[config.mk]
export PLATFORM = sky130hd
export DESIGN_NAME = icache_direct
export DESIGN_NICKNAME = d
export VERILOG_FILES = /design/src/rtl/icache_direct.sv
export SDC_FILE = /design/constraint.sdc
export NUM_CORES = 2
export LEC_CHECK = 0
export CAP_MARGIN = 30
export CORE_AREA = 2 2 636 638
export CTS_CLUSTER_SIZE = 16
export DETAILED_ROUTE_END_ITERATION = 10
export DIE_AREA = 0 0 638 640
export GPL_TIMING_DRIVEN = 0
export SYNTH_ARGS = -nofsm -noshare
export SYNTH_HDL_FRONTEND = slang
export SYNTH_SLANG_ARGS = --single-unit
[constraint.sdc]
create_clock -name clk -period 11.9 [get_ports clk]
set_input_delay 2.38 -clock clk [delete_from_list [all_inputs] [get_ports clk]]
set_output_delay 2.38 -clock clk [all_outputs]
set_load 0.05 [all_outputs]
[src/rtl/icache_direct.sv]
// Direct-mapped, read-only, blocking instruction cache: combinational hit path,
// whole-line refill from a 1-cycle-latency block RAM, flush and perf counters.
module icache_direct #(
    parameter int          LINES = 16,
    parameter int          WORDS = 4,
    parameter logic [31:0] NOP   = 32'h0000_0013
) (
    input  logic        clk,
    input  logic        rst,
    input  logic        req,
    input  logic [31:0] pc_in,
    input  logic        flush,
    output logic [31:0] inst_out,
    output logic        stall,
    output logic [31:0] mem_addr,
    output logic        mem_rd_en,
    input  logic [31:0] mem_data,
    output logic [31:0] hit_count,
    output logic [31:0] miss_count
);

    localparam int OFF_W = $clog2(WORDS);
    localparam int IDX_W = $clog2(LINES);
    localparam int TAG_W = 30 - OFF_W - IDX_W;
    localparam int CNT_W = OFF_W + 1;
    localparam logic [CNT_W-1:0] LAST_CNT = CNT_W'(WORDS - 1);
    localparam logic [OFF_W-1:0] LAST_OFF = OFF_W'(WORDS - 1);

    typedef enum logic [1:0] {IDLE, REFILL, LAST} state_t;

    state_t             state;
    logic [CNT_W-1:0]   cnt;
    logic [TAG_W-1:0]   base_tag;
    logic [IDX_W-1:0]   base_idx;
    logic [LINES-1:0]   valid;
    logic [TAG_W-1:0]   tags [LINES];
    logic [31:0]        data [LINES*WORDS];

    logic [OFF_W-1:0]   pc_off;
    logic [IDX_W-1:0]   pc_idx;
    logic [TAG_W-1:0]   pc_tag;
    logic [OFF_W-1:0]   fill_off;
    logic               hit;
    logic               unused_pc_bits;

    assign pc_off = pc_in[OFF_W+1:2];
    assign pc_idx = pc_in[OFF_W+IDX_W+1:OFF_W+2];
    assign pc_tag = pc_in[31:OFF_W+IDX_W+2];
    assign unused_pc_bits = &{1'b0, pc_in[1:0]};

    // The word returning during a REFILL cycle belongs to the previous issue.
    assign fill_off = OFF_W'(cnt - CNT_W'(1));

    // A flushing lookup never hits: the line is about to be invalidated.
    assign hit = req && (state == IDLE) && !flush && valid[pc_idx]
                 && (tags[pc_idx] == pc_tag);

    assign inst_out = hit ? data[{pc_idx, pc_off}] : NOP;
    assign stall    = req && !hit;

    always_ff @(posedge clk or posedge rst) begin
        if (rst) begin
            state      <= IDLE;
            cnt        <= '0;
            base_tag   <= '0;
            base_idx   <= '0;
            valid      <= '0;
            mem_rd_en  <= 1'b0;
            mem_addr   <= '0;
            hit_count  <= '0;
            miss_count <= '0;
        end else begin
            case (state)
                IDLE: begin
                    if (flush) begin
                        valid <= '0;
                    end else if (req && !hit) begin
                        base_tag  <= pc_tag;
                        base_idx  <= pc_idx;
                        mem_addr  <= {pc_tag, pc_idx, {(OFF_W+2){1'b0}}};
                        mem_rd_en <= 1'b1;
                        cnt       <= '0;
                        state     <= REFILL;
                        if (miss_count != 32'hFFFF_FFFF)
                            miss_count <= miss_count + 32'd1;
                    end else if (hit) begin
                        if (hit_count != 32'hFFFF_FFFF)
                            hit_count <= hit_count + 32'd1;
                    end
                end
                REFILL: begin
                    if (flush) begin
                        valid     <= '0;
                        mem_rd_en <= 1'b0;
                        state     <= IDLE;
                    end else begin
                        cnt <= cnt + CNT_W'(1);
                        if (cnt == LAST_CNT) begin
                            mem_rd_en <= 1'b0;
                            state     <= LAST;
                        end else begin
                            mem_addr <= mem_addr + 32'd4;
                        end
                    end
                end
                LAST: begin
                    if (flush)
                        valid <= '0;
                    else
                        valid[base_idx] <= 1'b1;
                    state <= IDLE;
                end
                default: state <= IDLE;
            endcase
        end
    end

    // Line storage needs no reset; only the valid bits qualify its contents.
    always_ff @(posedge clk) begin
        if (state == REFILL && !flush && cnt != '0)
            data[{base_idx, fill_off}] <= mem_data;
        if (state == LAST && !flush) begin
            data[{base_idx, LAST_OFF}] <= mem_data;
            tags[base_idx]             <= base_tag;
        end
    end

endmodule
Word-level counts from Yosys, hierarchy flattened
Memories as Yosys holds them, arrays and structs flattened.
Cells that the tools add are included.
{"block": "totals", "reg_bits": 146, "ramBits": 2432, "input_bits": 68, "memories": 2}
{"block": "op_classes", "addsub": 5, "n_lt_le_gt_ge": 3, "n_eq_ne": 12, "mux": 34, "bitwise": 3, "reduce_logical": 25}
{"memory": "data", "depth": 64, "word_bits": 32, "rd": 1, "rd_clocked_by_memory_dff": 0, "write_ports": 1, "line": "37", "source": "logic [31:0] data [LINES*WORDS];"}
{"memory": "tags", "depth": 16, "word_bits": 24, "rd": 1, "rd_clocked_by_memory_dff": 0, "write_ports": 1, "line": "36", "source": "logic [TAG_W-1:0] tags [LINES];"}
{"cell": "$mux 32", "n": 6}
{"cell": "$add 32x1->32 const B", "n": 2}
{"cell": "$ne 32x32->1 const B", "n": 2}
{"cell": "$pmux 32 s2", "n": 1}
{"cell": "$add 32x3->32 const B", "n": 1}
{"cell": "$mux 16", "n": 2}
{"cell": "$pmux 16 s2", "n": 1}
{"cell": "$reduce_or 32->1", "n": 1}
{"cell": "$eq 24x24->1", "n": 1}
{"cell": "$or 16x16->16", "n": 1}
{"cell": "$reduce_and 4->1", "n": 3}
{"cell": "$mux 1", "n": 11}
{"cell": "$lt 4x5->1 const B", "n": 2}
{"cell": "$reduce_and 5->1", "n": 2}
{"cell": "$logic_and 1x1->1", "n": 9}
{"cell": "$mux 3", "n": 3}
{"cell": "$mux 2", "n": 4}
{"cell": "$ne 2x2->1 const B", "n": 4}
{"cell": "$mux 6", "n": 1}
{"cell": "$pmux 3 s2", "n": 1}
{"cell": "$reduce_and 3->1", "n": 2}
{"cell": "$bmux 1 s4", "n": 1}
{"cell": "$demux 1 s4", "n": 1}
{"cell": "$ge 4x1->1 const B", "n": 1}
{"cell": "other kinds (16)", "n": 19}

Depth between registers and ports, before layout
{"block": "logic_depth", "depth_word": 10, "mapped_depth": 17}

Worst setup path after synthesis
Ideal clock, no wire load.
{"block": "synth_path", "path_kind": "in2out", "start": "input pc_in[6]", "end": "output inst_out[16]", "t_arrival_ns": 6.288, "required_ns": 9.520, "path_slack_ns": 3.232, "stages": 11, "path_buffers": 3, "cell_sequence": "clkbuf_1 > buf_4 > mux4_2 > mux4_2 > xnor2_1 > a21bo_1 > or4_1 > and4bb_4 > nand2_1 > clkbuf_1 > a211oi_1"}
{"block": "synth_between", "elab_chain_len": 5, "elab_cells_between_ends": 8, "cone_classes": "eq/ne (1); mux (3); reduce/logical (2); memory (2)"}
{"element": "from (decl)", "line": "11", "source": "input logic [31:0] pc_in,"}
{"element": "branches (longest 4 deep; another with $mem_v2 16x24)"}
{"element": "$mux 32 (*)", "line": "58", "source": "assign inst_out = hit ? data[{pc_idx, pc_off}] : NOP;"}
{"element": "to (decl)", "line": "13", "source": "output logic [31:0] inst_out,"}
Every way passes the cells marked *. The select of a mux whose other input is x is not followed.

Worst setup path in the final report
{"block": "layout_path", "start": "input pc_in[5]", "end": "output inst_out[21]"}
Same word-level chain as after synthesis.

==> flow_summary.html <==
<table>
<tr><th>Metric</th><th>Value</th></tr>
<tr><th colspan="2">Cells and area</th></tr>
<tr><td>Ratio of cells with drive above 1 in the final layout</td><td>0.282</td></tr>
<tr><td>Total Nets Final</td><td>roughly 5200</td></tr>
<tr><td>Final Non-Filler Cells</td><td>~11000</td></tr>
<tr><td>Area delta synth-&gt;final</td><td>20.3%</td></tr>
<tr><th colspan="2">Logic synthesis</th></tr>
<tr><td>Post-synth EDFFs</td><td>~2400</td></tr>
<tr><td>Distinct cells, synth</td><td>67</td></tr>
<tr><td>Sequential-to-total area share from yosys stat</td><td>0.765</td></tr>
<tr><td>Most used flip-flop cell after synthesis</td><td>sky130_fd_sc_hd__edfxtp_1</td></tr>
<tr><td>Most area-hungry cell type in the Yosys netlist</td><td>sky130_fd_sc_hd__edfxtp_1</td></tr>
<tr><td>FFs w/ async S/R, synth</td><td>0.0559</td></tr>
<tr><td>Register bit total from synthesis</td><td>2576</td></tr>
<tr><td>Syn Std Cell Area</td><td>about 100000 um2</td></tr>
<tr><td>Number of warnings printed during yosys synthesis</td><td>0</td></tr>
<tr><td>Avg Synthesized Cell Area</td><td>approximately 22 um2</td></tr>
<tr><td>Top cell type's share of synthesized area</td><td>0.729</td></tr>
<tr><td>Biggest area contributors in the synthesized netlist</td><td>sky130_fd_sc_hd__edfxtp_1, sky130_fd_sc_hd__mux4_2, sky130_fd_sc_hd__dfrtp_1</td></tr>
<tr><td>Post-synthesis cell count</td><td>4452</td></tr>
<tr><th colspan="2">STA</th></tr>
<tr><td>Final number of hold-violating endpoints</td><td>0</td></tr>
<tr><td># setup viols final</td><td>0</td></tr>
<tr><td>Final period demand of the worst path</td><td>about 12 ns</td></tr>
<tr><td>Final Max Tran Viols</td><td>0</td></tr>
<tr><td>Clk_skew</td><td>roughly 0.13 ns</td></tr>
<tr><td>Relative slew slack</td><td>0.259</td></tr>
<tr><td>Period Utilization, post-route</td><td>0.991</td></tr>
<tr><td>Peak Freq</td><td>roughly 0.085 GHz</td></tr>
<tr><td>Unrepaired setup endpoints after global routing</td><td>false</td></tr>
<tr><td>Final Hold Slack</td><td>0.483 ns</td></tr>
<tr><td>Slew at the pin closest to its max-slew limit</td><td>1.11 ns</td></tr>
<tr><td>Setup TNS</td><td>0 ns</td></tr>
<tr><th colspan="2">CTS</th></tr>
<tr><td>Source-to-sink clock delay at the later pin of the worst-skew pair</td><td>between 0.9 and 1 ns</td></tr>
<tr><td>Buffer cell driving the clock tree root</td><td>sky130_fd_sc_hd__clkbuf_16</td></tr>
<tr><td>Clock slew at the register clock pins of the worst setup and hold paths</td><td>0.06 ns</td></tr>
<tr><td>Setup bufs post-CTS</td><td>0</td></tr>
<tr><td>Number of instances resized during post-cts repair</td><td>0</td></tr>
<tr><td>Maximum clock insertion buffer count</td><td>4</td></tr>
<tr><td>H-tree depth</td><td>4</td></tr>
<tr><td>Clock tree from TritonCTS</td><td>built</td></tr>
<tr><td>Number of buffers added by the clock tree synthesis step</td><td>between 200 and 250</td></tr>
<tr><td>Clock sinks</td><td>~2600</td></tr>
<tr><th colspan="2">Floorplanning</th></tr>
<tr><td># rows</td><td>around 230</td></tr>
<tr><td>Total die area</td><td>408000 um2</td></tr>
<tr><td>Ports placed on the boundary</td><td>198</td></tr>
<tr><td>Starting density of the core</td><td>0.249</td></tr>
<tr><td>Die width</td><td>about 640 um</td></tr>
<tr><td>Die height</td><td>640 um</td></tr>
<tr><td>Core Region</td><td>between 400000 and 500000 um2</td></tr>
<tr><th colspan="2">Global route</th></tr>
<tr><td>Residual overflow from global routing</td><td>0</td></tr>
<tr><td>First-pass GRT wire length</td><td>just under 400 mm</td></tr>
<tr><td>Number of global-route vias before repair</td><td>50600</td></tr>
<tr><td>Maximum number of pins on one net before global-route repair</td><td>just under 80</td></tr>
<tr><td>GR Util All Layers</td><td>0.135</td></tr>
<tr><td>Antenna violations before repair</td><td>35</td></tr>
<tr><th colspan="2">Placed design</th></tr>
<tr><td>Cell count after placement</td><td>slightly above 10000</td></tr>
<tr><td>Final Wtd Congestion</td><td>~0.86</td></tr>
<tr><td>Detailed placement HPWL</td><td>just under 200 mm</td></tr>
<tr><td>Input/output buffers</td><td>approximately 190</td></tr>
<tr><th colspan="2">Power</th></tr>
<tr><td>Sequential group share of total power</td><td>0.527</td></tr>
<tr><td>Post-layout power</td><td>~0.020 W</td></tr>
<tr><td>Pwr per Cell Area</td><td>between 150 and 200 nW/um2</td></tr>
<tr><td>Net switching power figure</td><td>about 0.0047 W</td></tr>
<tr><td>Switching Fraction</td><td>0.240</td></tr>
<tr><td>Part of the total power dissipated in the clock network</td><td>0.384</td></tr>
<tr><td>P_leak</td><td>37.3 nW</td></tr>
<tr><td>Power Internal</td><td>around 0.015 W</td></tr>
<tr><td>Gate power share</td><td>0.089</td></tr>
<tr><td>Maximum VDD drop</td><td>about 0.14 mV</td></tr>
<tr><th colspan="2">Setup path</th></tr>
<tr><td>Kind of cell with the highest combined delay on the critical path</td><td>buffers and inverters</td></tr>
<tr><td>Cell Chain, Critical Path</td><td>clkdlybuf4s50_1 -&gt; buf_2 -&gt; buf_2 -&gt; buf_2 -&gt; mux4_2 -&gt; mux2i_1 -&gt; mux2i_1 -&gt; xor2_1 -&gt; nor4_1 -&gt; and4bb_2 -&gt; clkbuf_1 -&gt; clkbuf_1 -&gt; and3_1 -&gt; clkdlybuf4s50_1</td></tr>
<tr><td>CP max stage cell</td><td>sky130_fd_sc_hd__clkdlybuf4s50_1</td></tr>
<tr><td>Endpoint class of the critical path</td><td>output port</td></tr>
<tr><td>Crit path launch type</td><td>input pin</td></tr>
<tr><td>Crit Path Class</td><td>input pin to output port</td></tr>
<tr><td>Most numerous cell on the critical path</td><td>sky130_fd_sc_hd__buf_2</td></tr>
<tr><td>Max Fanout on Critical Path</td><td>10</td></tr>
<tr><td>Critical path's largest stage delay</td><td>just over 0.9 ns</td></tr>
<tr><td>CP required</td><td>between 9 and 10 ns</td></tr>
<tr><td>Signal arrival time at the worst endpoint</td><td>9.41 ns</td></tr>
<tr><td>Buf/Inv on CP</td><td>7</td></tr>
<tr><th colspan="2">Routing</th></tr>
<tr><td>Via count</td><td>50600</td></tr>
<tr><td>Drc violations</td><td>0</td></tr>
<tr><td>Detailed-route vias per instance</td><td>between 4 and 5</td></tr>
<tr><td>Total length of routed wires</td><td>283 mm</td></tr>
<tr><td>Count of TritonRoute iterations in the first routing pass</td><td>6</td></tr>
<tr><td>Routed wire per std cell</td><td>26.8 um</td></tr>
<tr><td>Initial DRC count</td><td>between 7000 and 8000</td></tr>
<tr><td>Antenna-violating nets left</td><td>0</td></tr>
<tr><th colspan="2">Run status</th></tr>
<tr><td>Status</td><td>finished clean</td></tr>
<tr><th colspan="2">Run</th></tr>
<tr><td>Number of violations of the max-capacitance limit</td><td>0</td></tr>
<tr><th colspan="2">Hold path</th></tr>
<tr><td>Hold/Removal Path Class</td><td>flip-flop to flip-flop</td></tr>
</table>
[final timing paths]
check / start / to / slack (ns) / cells after the start
min reg2reg: miss_count[23] / miss_count[23] / 0.48 / 1
max in group asynchronous: rst / base_tag[2] / 9.08 / 3
min in group asynchronous: rst / hit_count[25] / 1.98 / 2
max reg2reg: tags[13][22] / base_tag[0] / 6.89 / 10
min: miss_count[23] / miss_count[23] / 0.48 / 1
max: pc_in[5] / inst_out[21] / 0.11 / 14
[routing by layer]
layer,vias to the layer above,GRT usage,wire [um]
li1,20200,-,-
met1,27400,0.179,113000
met2,2582,0.216,132000
met3,449,0.0367,29400
met4,16,0.0382,8880
met5,-,0.00213,233
[cells in the final DEF (no fill, tap or decap), types with 67 or more instances in the layout]
| cell | Yosys | layout |
|---|---|---|
| sky130_fd_sc_hd__clkdlybuf4s50_1 | 0 | 157 |
| sky130_fd_sc_hd__buf_12 | 0 | 87 |
| sky130_fd_sc_hd__dfrtp_1 | 144 | 144 |
| sky130_fd_sc_hd__buf_8 | 0 | 67 |
| sky130_fd_sc_hd__mux4_2 | 751 | 751 |
| sky130_fd_sc_hd__clkbuf_1 | 168 | 212 |
| sky130_fd_sc_hd__clkbuf_16 | 0 | 240 |
| sky130_fd_sc_hd__edfxtp_1 | 2432 | 2432 |
| sky130_fd_sc_hd__nand2_1 | 87 | 87 |
| sky130_fd_sc_hd__nor2_4 | 0 | 76 |
| sky130_fd_sc_hd__mux2i_1 | 73 | 73 |
[cell families after synthesis]
kind of cell / after synthesis / synth area share
AO/OA/AOI/OAI: 176 / 0.0115
other: 1 / 0.0000375
adder cells (fa/ha/maj): 6 / 0.000750
AND/OR/NAND/NOR: 497 / 0.0249
XOR/XNOR: 87 / 0.00769
flip-flops: 2576 / 0.765
multiplexers: 850 / 0.179
buffers and inverters: 259 / 0.0105
[state kept, by name (all words and copies together) (netlist names)]
signal and cells:
data 2048, tags 384, hit_count 32, miss_count 32, mem_addr 30, base_tag 24, valid 16, base_idx 4
cnt 3, state 2, mem_rd_en 1
[synth_stat cells, types with 4 or more instances]
cell type	count
sky130_fd_sc_hd__edfxtp_1	2432
sky130_fd_sc_hd__mux4_2	751
sky130_fd_sc_hd__clkbuf_1	168
sky130_fd_sc_hd__dfrtp_1	144
sky130_fd_sc_hd__nor2_1	137
sky130_fd_sc_hd__nand2_1	87
sky130_fd_sc_hd__mux2i_1	73
sky130_fd_sc_hd__xor2_1	61
sky130_fd_sc_hd__nand3_1	52
sky130_fd_sc_hd__nor3_1	48
sky130_fd_sc_hd__o21ai_0	40
sky130_fd_sc_hd__a21oi_1	36
sky130_fd_sc_hd__and3_1	35
sky130_fd_sc_hd__buf_1	34
sky130_fd_sc_hd__nand4_1	30
sky130_fd_sc_hd__mux2_2	26
sky130_fd_sc_hd__buf_2	25
sky130_fd_sc_hd__nor4_1	25
sky130_fd_sc_hd__xnor2_1	25
sky130_fd_sc_hd__a211oi_1	24
sky130_fd_sc_hd__and2_1	18
sky130_fd_sc_hd__inv_1	17
sky130_fd_sc_hd__a22oi_1	16
sky130_fd_sc_hd__nor2b_1	14
sky130_fd_sc_hd__a31oi_1	12
sky130_fd_sc_hd__buf_4	12
sky130_fd_sc_hd__o2bb2ai_1	12
sky130_fd_sc_hd__or3_1	12
sky130_fd_sc_hd__nand2b_1	9
sky130_fd_sc_hd__or4_1	8
sky130_fd_sc_hd__ha_1	6
sky130_fd_sc_hd__or2_2	6
sky130_fd_sc_hd__o22ai_1	5
sky130_fd_sc_hd__o31ai_1	5
sky130_fd_sc_hd__a221oi_1	4
[through the flow]
stage                      util  setup WS [ns]  instance area, um2
after CTS                 0.300          0.197              120000
after global placement    0.271          -1.11              109000
final                     0.300          0.111              120000
after detailed placement  0.281          0.234              113000
after floorplan               -           3.23              100000
after global routing      0.300          0.141              120000
[power groups by stage]
stage	Clock (W)	Combinational (W)	Sequential, W
floorplan	0	0.000715	0.0107
global placement	0	0.00155	0.0106
detailed placement	0	0.00174	0.0106
CTS	0.00767	0.00174	0.0104
global route	0.00801	0.00183	0.0104
finish	0.00756	0.00176	0.0104
[cell type report]
| cell class | count | area, um2 |
|---|---|---|
| clock inverters | 138 | 1250 |
| flip-flops and latches | 2576 | 76600 |
| plain buffers | 239 | 995 |
| inverters | 19 | 78.8 |
| clock buffers | 299 | 6300 |
| fillers | 38300 | 281000 |
| multi-input cells | 1618 | 23000 |
| well taps | 5287 | 6620 |
| repair buffers | 396 | 5580 |
| diodes | 7 | 17.5 |
[timing repair]
item / CTS / global route
hold buffers: 0 / 0
hold endpoints to repair: 0 / 0
endpoints found under the setup margin: 0 / 4
Note: power is estimated with default switching activity, not from simulation.
